`config.mk`:
```
export PLATFORM = sky130hd
export DESIGN_NAME = triangle_loader_flat
export DESIGN_NICKNAME = d
export VERILOG_FILES = /design/src/rtl/shader_pkg.sv /design/src/rtl/triangle_loader_if.sv /design/src/rtl/tri_fifo.sv /design/src/rtl/triangle_loader.sv /design/src/flat_wrapper.sv
export SDC_FILE = /design/constraint.sdc
export NUM_CORES = 1
export LEC_CHECK = 0
export CAP_MARGIN = 20
export CORE_MARGIN = 4
export CORE_UTILIZATION = 63
export CTS_CLUSTER_DIAMETER = 80
export DETAILED_ROUTE_END_ITERATION = 6
export DONT_BUFFER_PORTS = 1
export PLACE_DENSITY = 0.79
export SYNTH_ARGS = -nofsm -noshare
export SYNTH_HDL_FRONTEND = slang
export SYNTH_SLANG_ARGS = --single-unit
export TNS_END_PERCENT = 100
```
`constraint.sdc`:
```
create_clock -name clk -period 5.1 [get_ports clk]
set_input_delay 0.51 -clock clk [delete_from_list [all_inputs] [get_ports clk]]
set_output_delay 0.51 -clock clk [all_outputs]
set_load 0.05 [all_outputs]
```
`src/rtl/shader_pkg.sv`:
```
// Shared types and constants for the triangle loader and the VGA/shader vertex map.
// TRI_LOADER_KICK_EN adds the KICK state used to write the kick register after v3y.
package shader_pkg;

  // One triangle as it travels through the loader; v1x occupies the LSBs.
  typedef struct packed {
    logic [15:0] v3y;
    logic [15:0] v3x;
    logic [15:0] v2y;
    logic [15:0] v2x;
    logic [15:0] v1y;
    logic [15:0] v1x;
  } tri_t;

  // Word offsets of the vertex registers relative to the peripheral base.
  localparam logic [2:0] REG_V1X  = 3'd0;
  localparam logic [2:0] REG_V1Y  = 3'd1;
  localparam logic [2:0] REG_V2X  = 3'd2;
  localparam logic [2:0] REG_V2Y  = 3'd3;
  localparam logic [2:0] REG_V3X  = 3'd4;
  localparam logic [2:0] REG_V3Y  = 3'd5;
  localparam logic [2:0] REG_KICK = 3'd6;

  localparam logic [15:0] KICK_DATA = 16'h0001;

`ifdef TRI_LOADER_KICK_EN
  typedef enum logic [1:0] {
    ST_IDLE,
    ST_WRITE,
    ST_KICK
  } loader_state_t;
`else
  typedef enum logic [1:0] {
    ST_IDLE,
    ST_WRITE
  } loader_state_t;
`endif

  // Selects the 16-bit word of a triangle that belongs at a given register offset.
  function automatic logic [15:0] tri_word(input tri_t t, input logic [2:0] idx);
    logic [15:0] word;
    case (idx)
      REG_V1X: word = t.v1x;
      REG_V1Y: word = t.v1y;
      REG_V2X: word = t.v2x;
      REG_V2Y: word = t.v2y;
      REG_V3X: word = t.v3x;
      REG_V3Y: word = t.v3y;
      default: word = 16'h0000;
    endcase
    return word;
  endfunction

endpackage

```
`src/rtl/triangle_loader_if.sv`:
```
// Bundles the triangle intake stream and the Avalon-MM write port of the loader.
// The master modport is the loader's view; the slave modport is the view of the
// environment around it (geometry source plus the peripheral's slave port).
interface triangle_loader_if;

  logic        in_valid;
  logic        in_ready;
  logic [95:0] in_tri;

  logic [7:0]  avm_address;
  logic [15:0] avm_writedata;
  logic        avm_write;
  logic        avm_chipselect;
  logic        avm_waitrequest;

  modport master (
    input  in_valid,
    output in_ready,
    input  in_tri,
    output avm_address,
    output avm_writedata,
    output avm_write,
    output avm_chipselect,
    input  avm_waitrequest
  );

  modport slave (
    output in_valid,
    input  in_ready,
    output in_tri,
    input  avm_address,
    input  avm_writedata,
    input  avm_write,
    input  avm_chipselect,
    output avm_waitrequest
  );

endinterface

```
`src/rtl/tri_fifo.sv`:
```
// Synchronous DEPTH-entry triangle FIFO. Pointers carry one extra wrap bit and
// index storage through their low bits, so DEPTH must be a power of two.
// Pushes while full and pops while empty are ignored.
module tri_fifo
  import shader_pkg::*;
#(
  parameter int DEPTH = 4
) (
  input  logic clk,
  input  logic reset,
  input  logic push,
  input  tri_t push_data,
  input  logic pop,
  output tri_t pop_data,
  output logic full,
  output logic empty
);

  localparam int AW = $clog2(DEPTH);

  tri_t           mem [DEPTH];
  logic [AW:0]    wr_ptr;
  logic [AW:0]    rd_ptr;
  logic           do_push;
  logic           do_pop;

  assign empty    = (wr_ptr == rd_ptr);
  assign full     = ((wr_ptr ^ rd_ptr) == {1'b1, {AW{1'b0}}});
  assign do_push  = push && !full;
  assign do_pop   = pop && !empty;
  assign pop_data = mem[rd_ptr[AW-1:0]];

  // Advance the pointers; the extra top bit distinguishes full from empty.
  always_ff @(posedge clk) begin
    if (reset) begin
      wr_ptr <= '0;
      rd_ptr <= '0;
    end else begin
      if (do_push) wr_ptr <= wr_ptr + 1'b1;
      if (do_pop)  rd_ptr <= rd_ptr + 1'b1;
    end
  end

  // Storage needs no reset; only entries between the pointers are ever read.
  always_ff @(posedge clk) begin
    if (do_push) mem[wr_ptr[AW-1:0]] <= push_data;
  end

endmodule

```
`src/rtl/triangle_loader.sv`:
```
// Avalon-MM write initiator: takes whole triangles from a valid/ready stream into
// a small FIFO and writes each one as six words to the vertex registers at
// BASE_ADDR..BASE_ADDR+5 (addresses wrap at 8 bits).
// Optional feature macro: TRI_LOADER_KICK_EN appends a write of 16'h0001 to
// BASE_ADDR+6 after every triangle; tri_count then counts on that write instead.
module triangle_loader
  import shader_pkg::*;
#(
  parameter int         DEPTH     = 4,
  parameter logic [7:0] BASE_ADDR = 8'd0
) (
  input  logic               clk,
  input  logic               reset,
  triangle_loader_if.master  bus,
  output logic               busy,
  output logic [15:0]        tri_count
);

  loader_state_t state, state_next;
  logic [2:0]    idx, idx_next;
  tri_t          hold, hold_next;
  logic [7:0]    addr_q, addr_next;
  logic [15:0]   data_q, data_next;
  logic          write_q, write_next;
  logic [15:0]   count_next;

  logic          fifo_pop;
  logic          fifo_full;
  logic          fifo_empty;
  tri_t          fifo_head;
  logic          accepted;
  logic [2:0]    idx_inc;

  tri_fifo #(.DEPTH(DEPTH)) u_fifo (
    .clk       (clk),
    .reset     (reset),
    .push      (bus.in_valid),
    .push_data (tri_t'(bus.in_tri)),
    .pop       (fifo_pop),
    .pop_data  (fifo_head),
    .full      (fifo_full),
    .empty     (fifo_empty)
  );

  assign bus.in_ready       = !fifo_full;
  assign bus.avm_address    = addr_q;
  assign bus.avm_writedata  = data_q;
  assign bus.avm_write      = write_q;
  assign bus.avm_chipselect = write_q;
  assign busy               = (state != ST_IDLE) || !fifo_empty;

  assign accepted = write_q && !bus.avm_waitrequest;
  assign idx_inc  = idx + 3'd1;

  // Sequencer: picks up a triangle, then presents the next word of the Avalon
  // write one cycle ahead so every bus output comes straight from a flop.
  always_comb begin
    state_next = state;
    idx_next   = idx;
    hold_next  = hold;
    addr_next  = addr_q;
    data_next  = data_q;
    write_next = 1'b0;
    count_next = tri_count;
    fifo_pop   = 1'b0;
    case (state)
      ST_IDLE: begin
        if (!fifo_empty) begin
          fifo_pop   = 1'b1;
          hold_next  = fifo_head;
          idx_next   = REG_V1X;
          addr_next  = BASE_ADDR + {5'd0, REG_V1X};
          data_next  = tri_word(fifo_head, REG_V1X);
          write_next = 1'b1;
          state_next = ST_WRITE;
        end
      end
      ST_WRITE: begin
        write_next = 1'b1;
        if (accepted) begin
          if (idx == REG_V3Y) begin
`ifdef TRI_LOADER_KICK_EN
            addr_next  = BASE_ADDR + {5'd0, REG_KICK};
            data_next  = KICK_DATA;
            state_next = ST_KICK;
`else
            write_next = 1'b0;
            count_next = tri_count + 16'd1;
            state_next = ST_IDLE;
`endif
          end else begin
            idx_next  = idx_inc;
            addr_next = BASE_ADDR + {5'd0, idx_inc};
            data_next = tri_word(hold, idx_inc);
          end
        end
      end
`ifdef TRI_LOADER_KICK_EN
      ST_KICK: begin
        write_next = 1'b1;
        if (accepted) begin
          write_next = 1'b0;
          count_next = tri_count + 16'd1;
          state_next = ST_IDLE;
        end
      end
`endif
      default: begin
        state_next = ST_IDLE;
      end
    endcase
  end

  // Register state, the in-flight triangle and all Avalon outputs.
  always_ff @(posedge clk) begin
    if (reset) begin
      state     <= ST_IDLE;
      idx       <= REG_V1X;
      hold      <= '0;
      addr_q    <= 8'd0;
      data_q    <= 16'd0;
      write_q   <= 1'b0;
      tri_count <= 16'd0;
    end else begin
      state     <= state_next;
      idx       <= idx_next;
      hold      <= hold_next;
      addr_q    <= addr_next;
      data_q    <= data_next;
      write_q   <= write_next;
      tri_count <= count_next;
    end
  end

endmodule

```
`src/flat_wrapper.sv`:
```
// flat-port wrapper written by rule: the top's interface ports become plain ports
module triangle_loader_flat import shader_pkg::*;
#(
  parameter int         DEPTH     = 4,
  parameter logic [7:0] BASE_ADDR = 8'd0
)
  (clk, reset, busy, tri_count, bus_in_valid, bus_in_ready, bus_in_tri, bus_avm_address, bus_avm_writedata, bus_avm_write, bus_avm_chipselect, bus_avm_waitrequest);
  triangle_loader_if bus_i ();
  input  logic clk;
  input  logic reset;
  output logic busy;
  output logic [15:0] tri_count;
  input wire logic [$bits(bus_i.in_valid)-1:0] bus_in_valid;
  output wire logic [$bits(bus_i.in_ready)-1:0] bus_in_ready;
  input wire logic [$bits(bus_i.in_tri)-1:0] bus_in_tri;
  output wire logic [$bits(bus_i.avm_address)-1:0] bus_avm_address;
  output wire logic [$bits(bus_i.avm_writedata)-1:0] bus_avm_writedata;
  output wire logic [$bits(bus_i.avm_write)-1:0] bus_avm_write;
  output wire logic [$bits(bus_i.avm_chipselect)-1:0] bus_avm_chipselect;
  input wire logic [$bits(bus_i.avm_waitrequest)-1:0] bus_avm_waitrequest;
  assign bus_i.in_valid = bus_in_valid;
  assign bus_in_ready = bus_i.in_ready;
  assign bus_i.in_tri = bus_in_tri;
  assign bus_avm_address = bus_i.avm_address;
  assign bus_avm_writedata = bus_i.avm_writedata;
  assign bus_avm_write = bus_i.avm_write;
  assign bus_avm_chipselect = bus_i.avm_chipselect;
  assign bus_i.avm_waitrequest = bus_avm_waitrequest;
  triangle_loader #(.DEPTH(DEPTH), .BASE_ADDR(BASE_ADDR)) u_core (.clk(clk), .reset(reset), .bus(bus_i), .busy(busy), .tri_count(tri_count));
endmodule
```
# Word-level counts from Yosys, hierarchy flattened

Memories as Yosys holds them, arrays and structs flattened. A register that Yosys moved wholly into a read port is not among the register bits.
Cells that the tools add are included.

Register bits after elaboration: 148
Logic and storage cells: 75
Input port bits: 100
Bits in read-only memories: 0
Latch bits: 0
Bits in writable memories: 384
Memories kept: 1

Memory list:

| name              | depth | bits a word | read ports | clocked after Yosys merged registers in | write ports | RTL line       | source |
|---|---|---|---|---|---|---|---|
| u_core.u_fifo.mem | 4     | 96          | 1          | 1                                       | 1           | tri_fifo.sv:21 | `tri_t mem [DEPTH];` |

Div/mod/pow operators: 0
Reductions and logical operators: 15
Equality and inequality tests: 13
Bitwise gates (word level): 2
Order comparisons: 0
Shifts and indexed selects: 0
Mux-type cells: 26
Add/subtract/negate cells: 4
Multiply operators: 0

Operators with widths:

| kind                  | number |
|---|---|
| $pmux 16 s6           | 1 |
| $mux 16               | 3 |
| $pmux 16 s2           | 1 |
| $mux 8                | 3 |
| $add 16x1->16 const B | 1 |
| $pmux 8 s2            | 1 |
| $eq 3x3->1 const B    | 4 |
| $mux 2                | 5 |
| $add 3x1->3 const B   | 3 |
| $mux 3                | 3 |
| $eq 3x2->1 const B    | 2 |
| $mux 1                | 6 |
| $pmux 3 s2            | 1 |
| $reduce_and 3->1      | 2 |
| $ne 2x1->1 const B    | 2 |
| $ne 2x2->1 const B    | 2 |
| $pmux 2 s2            | 1 |
| $reduce_and 4->1      | 1 |
| $reduce_bool 2->1     | 2 |
| $eq 3x1->1 const B    | 1 |
| $eq 3x3->1            | 1 |
| $logic_and 1x1->1     | 3 |
| $logic_not 1->1       | 3 |
| $logic_not 3->1       | 1 |
| 7 further kinds       | 7 |

# Logic depth before layout (Yosys ltp)

Depth in word-level cells: 6
Depth in mapped cells: 9

# Hierarchy

From an unflattened synthesis, not the netlist that was laid out.

Cell total of the unflattened synthesis: 1283
Area, all modules: 20012.9 sq um

Modules (own cells, without submodules):

| module          | times used | cells each | seq. area each (sq um) | area an instance (sq um) |
|---|---|---|---|---|
| tri_fifo        | 1          | 570        | 11691.2                | 14395.1 |
| triangle_loader | 1          | 713        | 2662.6                 | 5617.9 |

# Worst setup path after synthesis

OpenSTA, ideal clock, no wires.

Path type: reg2reg
Start: register u_core.u_fifo.wr_ptr[0]
End: register u_core.u_fifo.wr_ptr[2]
Setup time: 0.247 ns
Stages on the path, launching flop included: 5
Data required time: 4.853 ns
Clock period less this slack: 3.678 ns
Path buffers: 0
Arrival: 3.431 ns
Path slack: 1.422 ns
Cell sequence: dfxtp_1 xor2_1 o31a_1 and2_1 o21ai_0

Longest elaborated chain between the ends: 4
Elaborated cells on any way between the ends: 5

RTL lines:

| item                     | RTL line       | source |
|---|---|---|
| start: declaration       | tri_fifo.sv:22 | `logic [AW:0] wr_ptr;` |
| start signal: assignment | tri_fifo.sv:39 | `if (do_push) wr_ptr <= wr_ptr + 1'b1;` |
| $xor 3x3->3              | tri_fifo.sv:28 | `assign full = ((wr_ptr ^ rd_ptr) == {1'b1, {AW{1'b0}}});` |
| $eq 3x3->1               | tri_fifo.sv:28 |  |
| $logic_not 1->1          | tri_fifo.sv:29 | `assign do_push = push && !full;` |
| $logic_and 1x1->1        | tri_fifo.sv:29 |  |

Parallel ways exist; a longest one is shown, timed or not.
A chain may end at the register's enable or synchronous reset.

# Worst setup path in the final report

Start: register u_core.idx[0]
End: register u_core.tri_count[14]

Longest elaborated chain between the ends: 2

RTL lines:

| item                              | RTL line               | source |
|---|---|---|
| start: declaration                | triangle_loader.sv:20  | `logic [2:0] idx, idx_next;` |
| start signal: assignment          | triangle_loader.sv:126 | `idx <= idx_next;` |
| $eq 3x3->1                        | triangle_loader.sv:81  | `if (idx == REG_V3Y) begin` |
| $reduce_and 3->1 (no source line) | n/a                    |  |
| end signal: assignment            | triangle_loader.sv:131 | `tri_count <= count_next;` |
| end: declaration                  | triangle_loader.sv:16  | `output logic [15:0] tri_count` |

No other way between the ends.

==> out/results.txt <==
Worst-skew pair later-pin latency -> 0.56 ns
Number of synthesized register bits -> 525
Post-DP Area -> 20,200 sq um
Drc violations -> 0
EDFF count, synth -> 384
Core area -> 30,800 sq um
Die area -> 34,500 sq um
Area growth from synthesis to layout -> 10.8%
PnR worst setup slack -> 2.08 ns
Most common cell after layout, fill and taps aside -> edfxtp_1
Hold Vio Cnt, Final -> 0
Pre-CTS setup slack -> 2.14 ns
Via count -> 10,900
Run status -> completed
Clock transition at path regs -> 0.06 ns
Initial Util -> 64.5%
Seq/Total Area, Yosys -> 72.2%
VDD IR max -> 0.366 mV
CP peak stage delay -> 0.78 ns
Library cells used by synthesis -> 51
First-pass GRT wire length -> 65,000 microns
Starting DRT DRC Count -> 1,252
WL per Instance -> 25.3 microns
DP HPWL -> 25,500 microns
First drt pass iteration count -> 5
Final ANT Viol Nets -> 0
Synthesis Warnings -> 0
Clock Root Buffer -> clkbuf_16
Crit start category -> flop
Post-CTS Setup Repair Bufs -> 0
DIE HEIGHT -> 186 microns
GR Util All Layers -> 24.8%
Total CTS buffers -> 49
Setup TNS -> 0 ns
TritonCTS clock tree -> yes
Most frequent cells in the layout -> 384 x edfxtp_1, 211 x nand2_1, 139 x dfxtp_1
IO Pins -> 144
CTS H-Tree Depth -> 2
Fin crit share -> 59.3%
Layout cells sized above 1 -> 16.8%
Async SR Flop Fraction -> 0%
Synth Flop Type -> edfxtp_1
PortBufs -> 0
Critical-path cell list -> ha_1 -> nand2_4 -> or3_1 -> or4_1 -> a21oi_1
Static Leak -> 7.15 nW
Fin. max-slew vios -> 0
Syn avg cell area -> 15.9 sq um
Worst EP required -> 5.57 ns
Die outline width -> 186 microns
RSZ-0062 raised after global routing -> false
Tightest Hold Check Type -> input pin to flop
Worst hold slack -> 0.0301 ns
Antenna diode count -> 0
Cell area after layout -> 22,000 sq um
Worst Max-Slew Pin Slew -> 1.07 ns
Gpl congestion -> 0.856
Clock tree buffer depth -> 3
Post-Synthesis Cells -> 1,252
Setup CP Type -> flop to flop
Max Clock Skew -> 0.0264 ns
Total Wirelength -> 42,500 microns
Crit path DAT -> 3.49 ns
Cts repair resizes -> 0
Initial antenna violation count -> 0
Final Critical Period -> 3.02 ns
CP Max Fanout -> 19
NumNets Final -> 1,350
Mapped cell area -> 19,900 sq um
Pin count of the biggest net entering global routing -> 126
Vias/cell -> 6.48
Worst Setup End Kind -> flop
Slowest CP cell -> ha_1
Max-cap violations -> 0
CTS sink cnt -> 525
Worst slew margin -> 28.7%
Cell Rows -> 64
GR Overflow Total -> 0
Crit path buffers/inverters -> 0
Number of global-route vias before repair -> 10,900
Pwr/cell area -> 540 nW/um^2
CP top delay family -> simple AND/OR/NAND/NOR gates
Setup violators final -> 0
Fmax -> 0.331 GHz
Post-layout utilization of the core -> 71.5%
Cts hold-fix bufs -> 0
[flip-flops by register name (all words and copies together) (netlist names), named ones only]
register and cells:
u_core.bus.avm_chipselect 1, u_core.bus.avm_writedata 16, u_core.hold 96, u_core.idx 3, u_core.state 1, u_core.tri_count 16, u_core.u_fifo.mem 384, u_core.u_fifo.rd_ptr 3
u_core.u_fifo.wr_ptr 3
[final cells by class]
cell class	instances	area (sq um)
tap	396	495
clock buffer	67	1450
clock inverter	25	304
timing repair buffer	18	230
sequential	525	14400
multi-input combinational	637	5160
inverter	8	30.0
fill	1774	8800
[cells in the mapped netlist, types with 2 or more instances]
master,n,area [sq um]
dfxtp_1,141,2820
mux2_2,7,78.8
a22o_1,2,17.5
a22oi_1,24,180
a21oi_1,111,556
nand3_1,24,120
nor2_1,16,60.1
edfxtp_1,384,11500
clkbuf_1,54,203
o2bb2ai_1,11,96.3
a31oi_1,11,68.8
nand4_1,3,18.8
or3_1,7,43.8
xor2_1,5,43.8
a222oi_1,3,30.0
a211o_1,3,26.3
or4_1,4,30.0
buf_1,4,15.0
ha_1,11,138
mux4_2,96,2160
nor2b_1,11,68.8
o21ai_0,9,45.0
buf_4,8,60.1
inv_1,8,30.0
a221o_1,11,110
and2_1,5,31.3
and4_1,2,17.5
o31ai_1,4,30.0
or2_2,4,25.0
nand2_1,211,792
a41oi_1,2,17.5
a32o_1,3,30.0
nor4_1,4,25.0
and3_1,5,31.3
xnor2_1,11,96.3
buf_2,18,90.1
[per-stage QoR]
stage                     power (mW)  std cells
after floorplan                 7.37       1256
after global placement          7.95       1580
after detailed placement        8.01       1580
after CTS                       11.9       1672
after global routing            12.4       1676
final                           11.9       1676
[final timing paths]
kind	start	to	slack (ns)	cells past startpoint
setup reg to reg	u_core.idx[0]	u_core.tri_count[14]	2.08	5
hold reg to reg	u_core.hold[15]	u_core.hold[15]	0.46	2
hold / removal	reset	u_core.tri_count[8]	0.03	1
setup / recovery	u_core.idx[0]	u_core.tri_count[14]	2.08	5
[routing by layer]
| layer | global-route usage, % | routed length (microns) | up-vias |
|---|---|---|---|
| met4 | 8.22 | 1400 | 0 |
| met5 | 0 | 0 | - |
| met2 | 39.6 | 21100 | 499 |
| li1 | - | - | 4758 |
| met3 | 6.39 | 3920 | 96 |
| met1 | 34.2 | 16100 | 5511 |
[power breakdown]
part / switching, mW / internal [mW] / total (mW)
logic: 1.30 / 0.918 / 2.22
clock network: 1.54 / 2.35 / 3.88
registers: 0.655 / 5.14 / 5.80
[worst reg2reg max path, cell delays in order (launching register included)]
cell	delay, ns
dfxtp_1	0.76
ha_1	0.78
nand2_4	0.18
or3_1	0.53
or4_1	0.53
a21oi_1	0.16
[cells by family (layout without fill, tap and decap cells)]
| kind of cell | Yosys count | count (layout) | synth area share, % |
|---|---|---|---|
| other | 1 | 5 | 0.0189 |
| buffers and inverters | 94 | 118 | 2.08 |
| and+or+nand+nor | 300 | 300 | 6.58 |
| DFF | 525 | 525 | 72.2 |
| muxes | 104 | 104 | 11.3 |
| xor gates and xnor gates | 17 | 17 | 0.786 |
| adders and majority gates | 11 | 11 | 0.692 |
| AOI/OAI and AO/OA | 200 | 200 | 6.35 |
Note: power is estimated with default switching activity, not from simulation.
